==> src/rtl/dmem_arbiter_if.sv <==
// Bundle shared by dmem_arbiter: both requester ports plus the data_mem side.
// slave = arbiter view; master = requesters and memory model.
interface dmem_arbiter_if #(
    parameter int ADDR_WIDTH = 32,
    parameter int DATA_WIDTH = 32
);
    logic                  req_0;
    logic                  we_0;
    logic [2:0]            op_0;
    logic [ADDR_WIDTH-1:0] addr_0;
    logic [DATA_WIDTH-1:0] wdata_0;
    logic                  gnt_0;
    logic                  rsp_vld_0;
    logic                  rsp_err_0;
    logic [DATA_WIDTH-1:0] rdata_0;

    logic                  req_1;
    logic                  we_1;
    logic [2:0]            op_1;
    logic [ADDR_WIDTH-1:0] addr_1;
    logic [DATA_WIDTH-1:0] wdata_1;
    logic                  gnt_1;
    logic                  rsp_vld_1;
    logic                  rsp_err_1;
    logic [DATA_WIDTH-1:0] rdata_1;

    logic                  mem_wr_en;
    logic                  mem_rd_en;
    logic [2:0]            mem_op;
    logic [ADDR_WIDTH-1:0] mem_addr;
    logic [DATA_WIDTH-1:0] mem_data_wr;
    logic [DATA_WIDTH-1:0] mem_data_rd;

    modport slave (
        input  req_0, we_0, op_0, addr_0, wdata_0,
        input  req_1, we_1, op_1, addr_1, wdata_1,
        input  mem_data_rd,
        output gnt_0, rsp_vld_0, rsp_err_0, rdata_0,
        output gnt_1, rsp_vld_1, rsp_err_1, rdata_1,
        output mem_wr_en, mem_rd_en, mem_op, mem_addr, mem_data_wr
    );

    modport master (
        output req_0, we_0, op_0, addr_0, wdata_0,
        output req_1, we_1, op_1, addr_1, wdata_1,
        output mem_data_rd,
        input  gnt_0, rsp_vld_0, rsp_err_0, rdata_0,
        input  gnt_1, rsp_vld_1, rsp_err_1, rdata_1,
        input  mem_wr_en, mem_rd_en, mem_op, mem_addr, mem_data_wr
    );
endinterface

==> src/rtl/dmem_arbiter.sv <==
// Two-port round-robin arbiter and access sequencer in front of data_mem.
// One access per grant, screened for alignment/op legality, fixed 2-cycle response.
//
//   state  | meaning
//   IDLE   | no access in flight, arbitrate
//   ACCESS | memory strobe cycle for the latched request
//   RESP   | response cycle, arbitrate for the next access
module dmem_arbiter #(
    parameter int ADDR_WIDTH = 32,
    parameter int DATA_WIDTH = 32
) (
    input  logic          clk,
    input  logic          rst,
    dmem_arbiter_if.slave bus_io
);
    localparam logic [2:0] MEM_LB  = 3'd0;
    localparam logic [2:0] MEM_LH  = 3'd1;
    localparam logic [2:0] MEM_LW  = 3'd2;
    localparam logic [2:0] MEM_LBU = 3'd3;
    localparam logic [2:0] MEM_LHU = 3'd4;
    localparam logic [2:0] MEM_SB  = 3'd5;
    localparam logic [2:0] MEM_SH  = 3'd6;
    localparam logic [2:0] MEM_SW  = 3'd7;

    typedef enum logic [1:0] {IDLE, ACCESS, RESP} state_t;

    state_t                state_q, state_d;
    logic                  last_q, last_d;
    logic                  port_q, port_d;
    logic                  we_q, we_d;
    logic                  err_q, err_d;
    logic [1:0]            gnt_q, gnt_d;
    logic [1:0]            rsp_vld_q, rsp_vld_d;
    logic [1:0]            rsp_err_q, rsp_err_d;
    logic                  wr_en_q, wr_en_d;
    logic                  rd_en_q, rd_en_d;
    logic [2:0]            op_q, op_d;
    logic [ADDR_WIDTH-1:0] addr_q, addr_d;
    logic [DATA_WIDTH-1:0] wdata_q, wdata_d;

    logic [1:0]            req;
    logic                  win_vld;
    logic                  win;
    logic                  sel_we;
    logic [2:0]            sel_op;
    logic [ADDR_WIDTH-1:0] sel_addr;
    logic [DATA_WIDTH-1:0] sel_wdata;
    logic                  op_ok;
    logic                  legal;
    logic                  rd_pass;

    assign req     = {bus_io.req_1, bus_io.req_0};
    assign win_vld = |req;
    // On a tie the port that did not win last time goes first.
    assign win     = (req == 2'b11) ? ~last_q : req[1];

    assign sel_we    = win ? bus_io.we_1    : bus_io.we_0;
    assign sel_op    = win ? bus_io.op_1    : bus_io.op_0;
    assign sel_addr  = win ? bus_io.addr_1  : bus_io.addr_0;
    assign sel_wdata = win ? bus_io.wdata_1 : bus_io.wdata_0;

    always_comb begin
        op_ok = 1'b0;
        if (sel_we) begin
            case (sel_op)
                MEM_SB, MEM_SH, MEM_SW: op_ok = 1'b1;
                default:                op_ok = 1'b0;
            endcase
        end else begin
            case (sel_op)
                MEM_LB, MEM_LH, MEM_LW, MEM_LBU, MEM_LHU: op_ok = 1'b1;
                default:                                  op_ok = 1'b0;
            endcase
        end
    end

    assign legal = op_ok && (sel_addr[1:0] == 2'b00);

    always_comb begin
        state_d   = state_q;
        last_d    = last_q;
        port_d    = port_q;
        we_d      = we_q;
        err_d     = err_q;
        op_d      = op_q;
        addr_d    = addr_q;
        wdata_d   = wdata_q;
        gnt_d     = 2'b00;
        rsp_vld_d = 2'b00;
        rsp_err_d = 2'b00;
        wr_en_d   = 1'b0;
        rd_en_d   = 1'b0;
        case (state_q)
            IDLE, RESP: begin
                if (win_vld) begin
                    state_d    = ACCESS;
                    last_d     = win;
                    port_d     = win;
                    we_d       = sel_we;
                    err_d      = ~legal;
                    op_d       = sel_op;
                    addr_d     = sel_addr;
                    wdata_d    = sel_wdata;
                    gnt_d[win] = 1'b1;
                    wr_en_d    = legal & sel_we;
                    rd_en_d    = legal & ~sel_we;
                end else begin
                    state_d = IDLE;
                end
            end
            ACCESS: begin
                state_d           = RESP;
                rsp_vld_d[port_q] = 1'b1;
                rsp_err_d[port_q] = err_q;
            end
            default: state_d = IDLE;
        endcase
    end

    always_ff @(posedge clk or posedge rst) begin
        if (rst) begin
            state_q   <= IDLE;
            last_q    <= 1'b1;
            port_q    <= 1'b0;
            we_q      <= 1'b0;
            err_q     <= 1'b0;
            gnt_q     <= 2'b00;
            rsp_vld_q <= 2'b00;
            rsp_err_q <= 2'b00;
            wr_en_q   <= 1'b0;
            rd_en_q   <= 1'b0;
            op_q      <= '0;
            addr_q    <= '0;
            wdata_q   <= '0;
        end else begin
            state_q   <= state_d;
            last_q    <= last_d;
            port_q    <= port_d;
            we_q      <= we_d;
            err_q     <= err_d;
            gnt_q     <= gnt_d;
            rsp_vld_q <= rsp_vld_d;
            rsp_err_q <= rsp_err_d;
            wr_en_q   <= wr_en_d;
            rd_en_q   <= rd_en_d;
            op_q      <= op_d;
            addr_q    <= addr_d;
            wdata_q   <= wdata_d;
        end
    end

    // Load data comes straight from the memory's output register, gated to the served port.
    assign rd_pass = (state_q == RESP) && !we_q && !err_q;

    assign bus_io.gnt_0       = gnt_q[0];
    assign bus_io.gnt_1       = gnt_q[1];
    assign bus_io.rsp_vld_0   = rsp_vld_q[0];
    assign bus_io.rsp_vld_1   = rsp_vld_q[1];
    assign bus_io.rsp_err_0   = rsp_err_q[0];
    assign bus_io.rsp_err_1   = rsp_err_q[1];
    assign bus_io.rdata_0     = (rd_pass && !port_q) ? bus_io.mem_data_rd : '0;
    assign bus_io.rdata_1     = (rd_pass &&  port_q) ? bus_io.mem_data_rd : '0;
    assign bus_io.mem_wr_en   = wr_en_q;
    assign bus_io.mem_rd_en   = rd_en_q;
    assign bus_io.mem_op      = op_q;
    assign bus_io.mem_addr    = addr_q;
    assign bus_io.mem_data_wr = wdata_q;
endmodule

==> src/flat_wrapper.sv <==
// flat-port wrapper written by rule: the top's interface ports become plain ports
module dmem_arbiter_flat 
#(
    parameter int ADDR_WIDTH = 32,
    parameter int DATA_WIDTH = 32
)
  (clk, rst, bus_io_req_0, bus_io_we_0, bus_io_op_0, bus_io_addr_0, bus_io_wdata_0, bus_io_req_1, bus_io_we_1, bus_io_op_1, bus_io_addr_1, bus_io_wdata_1, bus_io_mem_data_rd, bus_io_gnt_0, bus_io_rsp_vld_0, bus_io_rsp_err_0, bus_io_rdata_0, bus_io_gnt_1, bus_io_rsp_vld_1, bus_io_rsp_err_1, bus_io_rdata_1, bus_io_mem_wr_en, bus_io_mem_rd_en, bus_io_mem_op, bus_io_mem_addr, bus_io_mem_data_wr);
  dmem_arbiter_if #(.ADDR_WIDTH(ADDR_WIDTH), .DATA_WIDTH(DATA_WIDTH)) bus_io_i ();
  input  logic clk;
  input  logic rst;
  input wire logic [$bits(bus_io_i.req_0)-1:0] bus_io_req_0;
  input wire logic [$bits(bus_io_i.we_0)-1:0] bus_io_we_0;
  input wire logic [$bits(bus_io_i.op_0)-1:0] bus_io_op_0;
  input wire logic [$bits(bus_io_i.addr_0)-1:0] bus_io_addr_0;
  input wire logic [$bits(bus_io_i.wdata_0)-1:0] bus_io_wdata_0;
  input wire logic [$bits(bus_io_i.req_1)-1:0] bus_io_req_1;
  input wire logic [$bits(bus_io_i.we_1)-1:0] bus_io_we_1;
  input wire logic [$bits(bus_io_i.op_1)-1:0] bus_io_op_1;
  input wire logic [$bits(bus_io_i.addr_1)-1:0] bus_io_addr_1;
  input wire logic [$bits(bus_io_i.wdata_1)-1:0] bus_io_wdata_1;
  input wire logic [$bits(bus_io_i.mem_data_rd)-1:0] bus_io_mem_data_rd;
  output wire logic [$bits(bus_io_i.gnt_0)-1:0] bus_io_gnt_0;
  output wire logic [$bits(bus_io_i.rsp_vld_0)-1:0] bus_io_rsp_vld_0;
  output wire logic [$bits(bus_io_i.rsp_err_0)-1:0] bus_io_rsp_err_0;
  output wire logic [$bits(bus_io_i.rdata_0)-1:0] bus_io_rdata_0;
  output wire logic [$bits(bus_io_i.gnt_1)-1:0] bus_io_gnt_1;
  output wire logic [$bits(bus_io_i.rsp_vld_1)-1:0] bus_io_rsp_vld_1;
  output wire logic [$bits(bus_io_i.rsp_err_1)-1:0] bus_io_rsp_err_1;
  output wire logic [$bits(bus_io_i.rdata_1)-1:0] bus_io_rdata_1;
  output wire logic [$bits(bus_io_i.mem_wr_en)-1:0] bus_io_mem_wr_en;
  output wire logic [$bits(bus_io_i.mem_rd_en)-1:0] bus_io_mem_rd_en;
  output wire logic [$bits(bus_io_i.mem_op)-1:0] bus_io_mem_op;
  output wire logic [$bits(bus_io_i.mem_addr)-1:0] bus_io_mem_addr;
  output wire logic [$bits(bus_io_i.mem_data_wr)-1:0] bus_io_mem_data_wr;
  assign bus_io_i.req_0 = bus_io_req_0;
  assign bus_io_i.we_0 = bus_io_we_0;
  assign bus_io_i.op_0 = bus_io_op_0;
  assign bus_io_i.addr_0 = bus_io_addr_0;
  assign bus_io_i.wdata_0 = bus_io_wdata_0;
  assign bus_io_i.req_1 = bus_io_req_1;
  assign bus_io_i.we_1 = bus_io_we_1;
  assign bus_io_i.op_1 = bus_io_op_1;
  assign bus_io_i.addr_1 = bus_io_addr_1;
  assign bus_io_i.wdata_1 = bus_io_wdata_1;
  assign bus_io_i.mem_data_rd = bus_io_mem_data_rd;
  assign bus_io_gnt_0 = bus_io_i.gnt_0;
  assign bus_io_rsp_vld_0 = bus_io_i.rsp_vld_0;
  assign bus_io_rsp_err_0 = bus_io_i.rsp_err_0;
  assign bus_io_rdata_0 = bus_io_i.rdata_0;
  assign bus_io_gnt_1 = bus_io_i.gnt_1;
  assign bus_io_rsp_vld_1 = bus_io_i.rsp_vld_1;
  assign bus_io_rsp_err_1 = bus_io_i.rsp_err_1;
  assign bus_io_rdata_1 = bus_io_i.rdata_1;
  assign bus_io_mem_wr_en = bus_io_i.mem_wr_en;
  assign bus_io_mem_rd_en = bus_io_i.mem_rd_en;
  assign bus_io_mem_op = bus_io_i.mem_op;
  assign bus_io_mem_addr = bus_io_i.mem_addr;
  assign bus_io_mem_data_wr = bus_io_i.mem_data_wr;
  dmem_arbiter #(.ADDR_WIDTH(ADDR_WIDTH), .DATA_WIDTH(DATA_WIDTH)) u_core (.clk(clk), .rst(rst), .bus_io(bus_io_i));
endmodule
==> config.mk <==
export PLATFORM = sky130hd
export DESIGN_NAME = dmem_arbiter_flat
export DESIGN_NICKNAME = d
export VERILOG_FILES = /design/src/rtl/dmem_arbiter_if.sv /design/src/rtl/dmem_arbiter.sv /design/src/flat_wrapper.sv
export SDC_FILE = /design/constraint.sdc
export NUM_CORES = 1
export LEC_CHECK = 0
export CORE_AREA = 2 2 120 122
export DETAILED_ROUTE_END_ITERATION = 12
export DIE_AREA = 0 0 122 124
export GPL_ROUTABILITY_DRIVEN = 1
export PLACE_DENSITY = 0.71
export SLEW_MARGIN = 20
export SYNTH_ARGS = -nofsm -noshare
export SYNTH_HDL_FRONTEND = slang
export SYNTH_SLANG_ARGS = --single-unit
==> constraint.sdc <==
create_clock -name clk -period 2.9 [get_ports clk]
set_input_delay 0.435 -clock clk [delete_from_list [all_inputs] [get_ports clk]]
set_output_delay 0.435 -clock clk [all_outputs]
set_load 0.02 [all_outputs]
==> results.md <==
* Max-slew headroom at 0.650
* RePlAce Congestion at 0.770
* Worst setup EP type: output pin
* Finish-stage setup viols at 0
* Initial drt markers at 99
* Hold Startpoint: u_core.state_q[1]
* Pwr Density at 512 nW/um^2
* Via count at between 3000 and 4000
* Peak Freq at about 0.37 GHz
* Post-synthesis sequential area ratio at 0.494
* PortBufs at 310
* Crit Path Max Fanout at 32
* Worst R2R Start: u_core.last_q
* Die area at 15100 sq um
* Final Cycle Share at 0.930
* Largest net degree at the start of global routing at 82
* Clock latency on the worst-skew pair at 0.33 ns
* Vias in the first global route at 3994
* Post-Syn Area at 4100 sq um
* Layout cells sized above 1 at 0.0465
* Detailed Routing Iterations Pass 1 at 4
* Worst VDD drop at 0.295 mV
* Status: completed
* Initial antenna violation count at 0
* Mapped Cells at 407
* Number of synthesized flops with an enable pin at 0
* Crit Path Class: reg -> out
* Die width at 122 um
* Ports at between 300 and 400
* RSZ-0062 raised after global routing: no
* Post-route ant nets at 0
* FP Rows at 43
* Share of the synthesized area in the top cell type at 0.488
* CTS max path bufs at 2
* Main synth FF type: dfrtp_1
* Vias per cell at 4.47
* Yosys reg bits at 81
* Core box area at roughly 14000 sq um
* DR WL/cell at 15.9 um
* FF+latch area at 2030 sq um
* RR Endpoint: u_core.bus_io.mem_data_wr[12]
* # hold bufs at CTS at 0
* Share of power burned in registers at 0.376
* Total grt overflow at 0
* Most common cell in the netlist: dfrtp_1
* Arrival @ worst endpoint at 2.26 ns
* H-tree depth at 3
* CTS Sinks at 81
* Final hold violation count at 0
* Root Driver: clkbuf_16
* Min-Delay Path Class: reg -> reg
* Critical Path Source Type: flip-flop
* CTS buffer count at 9
* Final Slew Violations at 0
* Diode count at 0
* Net Sw Frac at 0.317
* Multi-input gate area at 1920 sq um
* Syn. warnings at 0
* First-pass GRT wire length at 20900 um
* Top cells by area, synth: dfrtp_1, mux2i_1, and2_1, o21ai_0, nand2_1
* Worst-path clk slew at 0.05 ns
* Initial Util at 0.299
* GRT Util Overall at 0.182
* Worst-margin pin slew at 0.524 ns
* Layout area overhead at 86.8%
* Chip Height at 124 um
* Min cycle time layout at 2.70 ns
* Fillers at 1212
* Cell taking the most area after synthesis: dfrtp_1
* Critical path data required time at 2.47 ns
* Syn Area/Cell at between 10 and 15 sq um
* Number of gates resized after CTS at 0
* MaxCap Viol Count at 0
* Synth unique cells at 30
* NetSw at 1240 uW
* Post-synth ARST share at 1.00
* Combinational power share at 0.365
* Reg2Reg Setup Slack at between 1 and 1.5 ns
* Worst hold stages at 1
* # nets final at 878
* Clk pwr share at 0.259
* Setup TNS at 0 ns
* CTS tree: done
* Syn_nets at around 580
* Setup Skew at 0.00476 ns
* Top cells by count, synth: dfrtp_1, o21ai_0, mux2i_1
* LEAKAGE at about 0.0033 uW
* Hold slack at 0.469 ns
* Post-DP HPWL at around 12000 um
* Drc violations at 0
* Reg2reg path depth at 4
* Final WL at 14200 um
* Setup bufs post-CTS at 0
* Int Pwr at 2680 uW
* Hold EP: u_core.rsp_vld_q[0]
==> flip-flops by register name, summed over array words and instances (netlist names) <==
name                       flops
u_core.bus_io.mem_addr        32
u_core.bus_io.mem_data_wr     32
u_core.bus_io.mem_op           3
u_core.bus_io.mem_rd_en        1
u_core.bus_io.mem_wr_en        1
u_core.err_q                   1
u_core.gnt_q                   2
u_core.last_q                  1
u_core.port_q                  1
u_core.rsp_err_q               2
u_core.rsp_vld_q               2
u_core.state_q                 2
u_core.we_q                    1
==> cells in the final DEF, fill, tap and decap left out, types with 2 or more instances in the layout <==
master           Yosys  routed
a21o_1               2       2
clkdlybuf4s50_1      0     310
dfrtp_1             80      80
nor2_1               4       4
clkbuf_16            0       9
buf_12               0       4
mux2i_1             68      68
o21ai_0             69      69
buf_4                3       3
clkinv_2             0       5
and2_1              66      66
nand2_1             67      67
inv_1                4       3
==> area by class of cell <==
class	instances	area share
Clock buffer	11	0.0317
Tap cell	180	0.0294
Inverter	5	0.00261
Clock inverter	4	0.00261
Multi-Input combinational cell	292	0.251
Sequential cell	81	0.265
Timing Repair Buffer	317	0.418
==> stage by stage <==
stage,worst slack (ns),cell area [sq um],std cells,power [uW],util
CTS,0.161,7660,890,3990,0.559
global route,0.0354,7660,890,4140,0.559
detailed placement,0.519,7400,875,2950,0.540
floorplan,0.387,4100,407,2130,-
global placement,0.613,7400,875,2920,0.540
finish,0.203,7660,890,3930,0.559
==> routing by layer <==
layer | global-route usage | part of all wire | up-vias
li1 | - | - | 1960
met1 | 0.178 | 0.34 | 1799
met2 | 0.350 | 0.54 | 187
met3 | 0.0545 | 0.095 | 28
met4 | 0.0826 | 0.031 | 0
met5 | 0 | 0 | -
==> worst max path at each step <==
stage / from / endpoint / cells past startpoint
CTS: u_core.err_q / bus_io_rdata_1[12] / 5
floorplan: rst / u_core.bus_io.mem_addr[0] / 1
detailed placement: u_core.err_q / bus_io_rdata_1[12] / 5
global placement: u_core.err_q / bus_io_rdata_1[20] / 5
finish: u_core.err_q / bus_io_rdata_1[12] / 5
global route: u_core.err_q / bus_io_rdata_1[12] / 5
==> worst max-delay path, cell delays in order, from the launching register on <==
cell and delay, ns:
dfrtp_1 0.40, nand2b_1 0.23, nor4b_4 0.22, buf_4 0.30, and2_1 0.18, clkdlybuf4s50_1 0.61
==> power by group through the flow <==
stage          clock network [uW]  registers, uW  logic, uW
3_5_place_dp                    0           1500       1450
6_report                     1020           1480       1430
5_1_grt                      1100           1510       1540
2_1_floorplan                   0           1740        390
3_3_place_gp                    0           1480       1440
4_1_cts                      1050           1480       1460
==> logic make-up (layout without fill, tap and decap cells) <==
| family | after synthesis | count (layout) | share of synthesized area |
|---|---|---|---|
| simple gates | 146 | 146 | 0.188 |
| flops | 81 | 81 | 0.494 |
| compound gates | 77 | 77 | 0.105 |
| mux | 68 | 68 | 0.166 |
| buf+inv | 34 | 337 | 0.0445 |
| xor+xnor | 1 | 1 | 0.00214 |
Note: power is estimated with default switching activity, not from simulation.
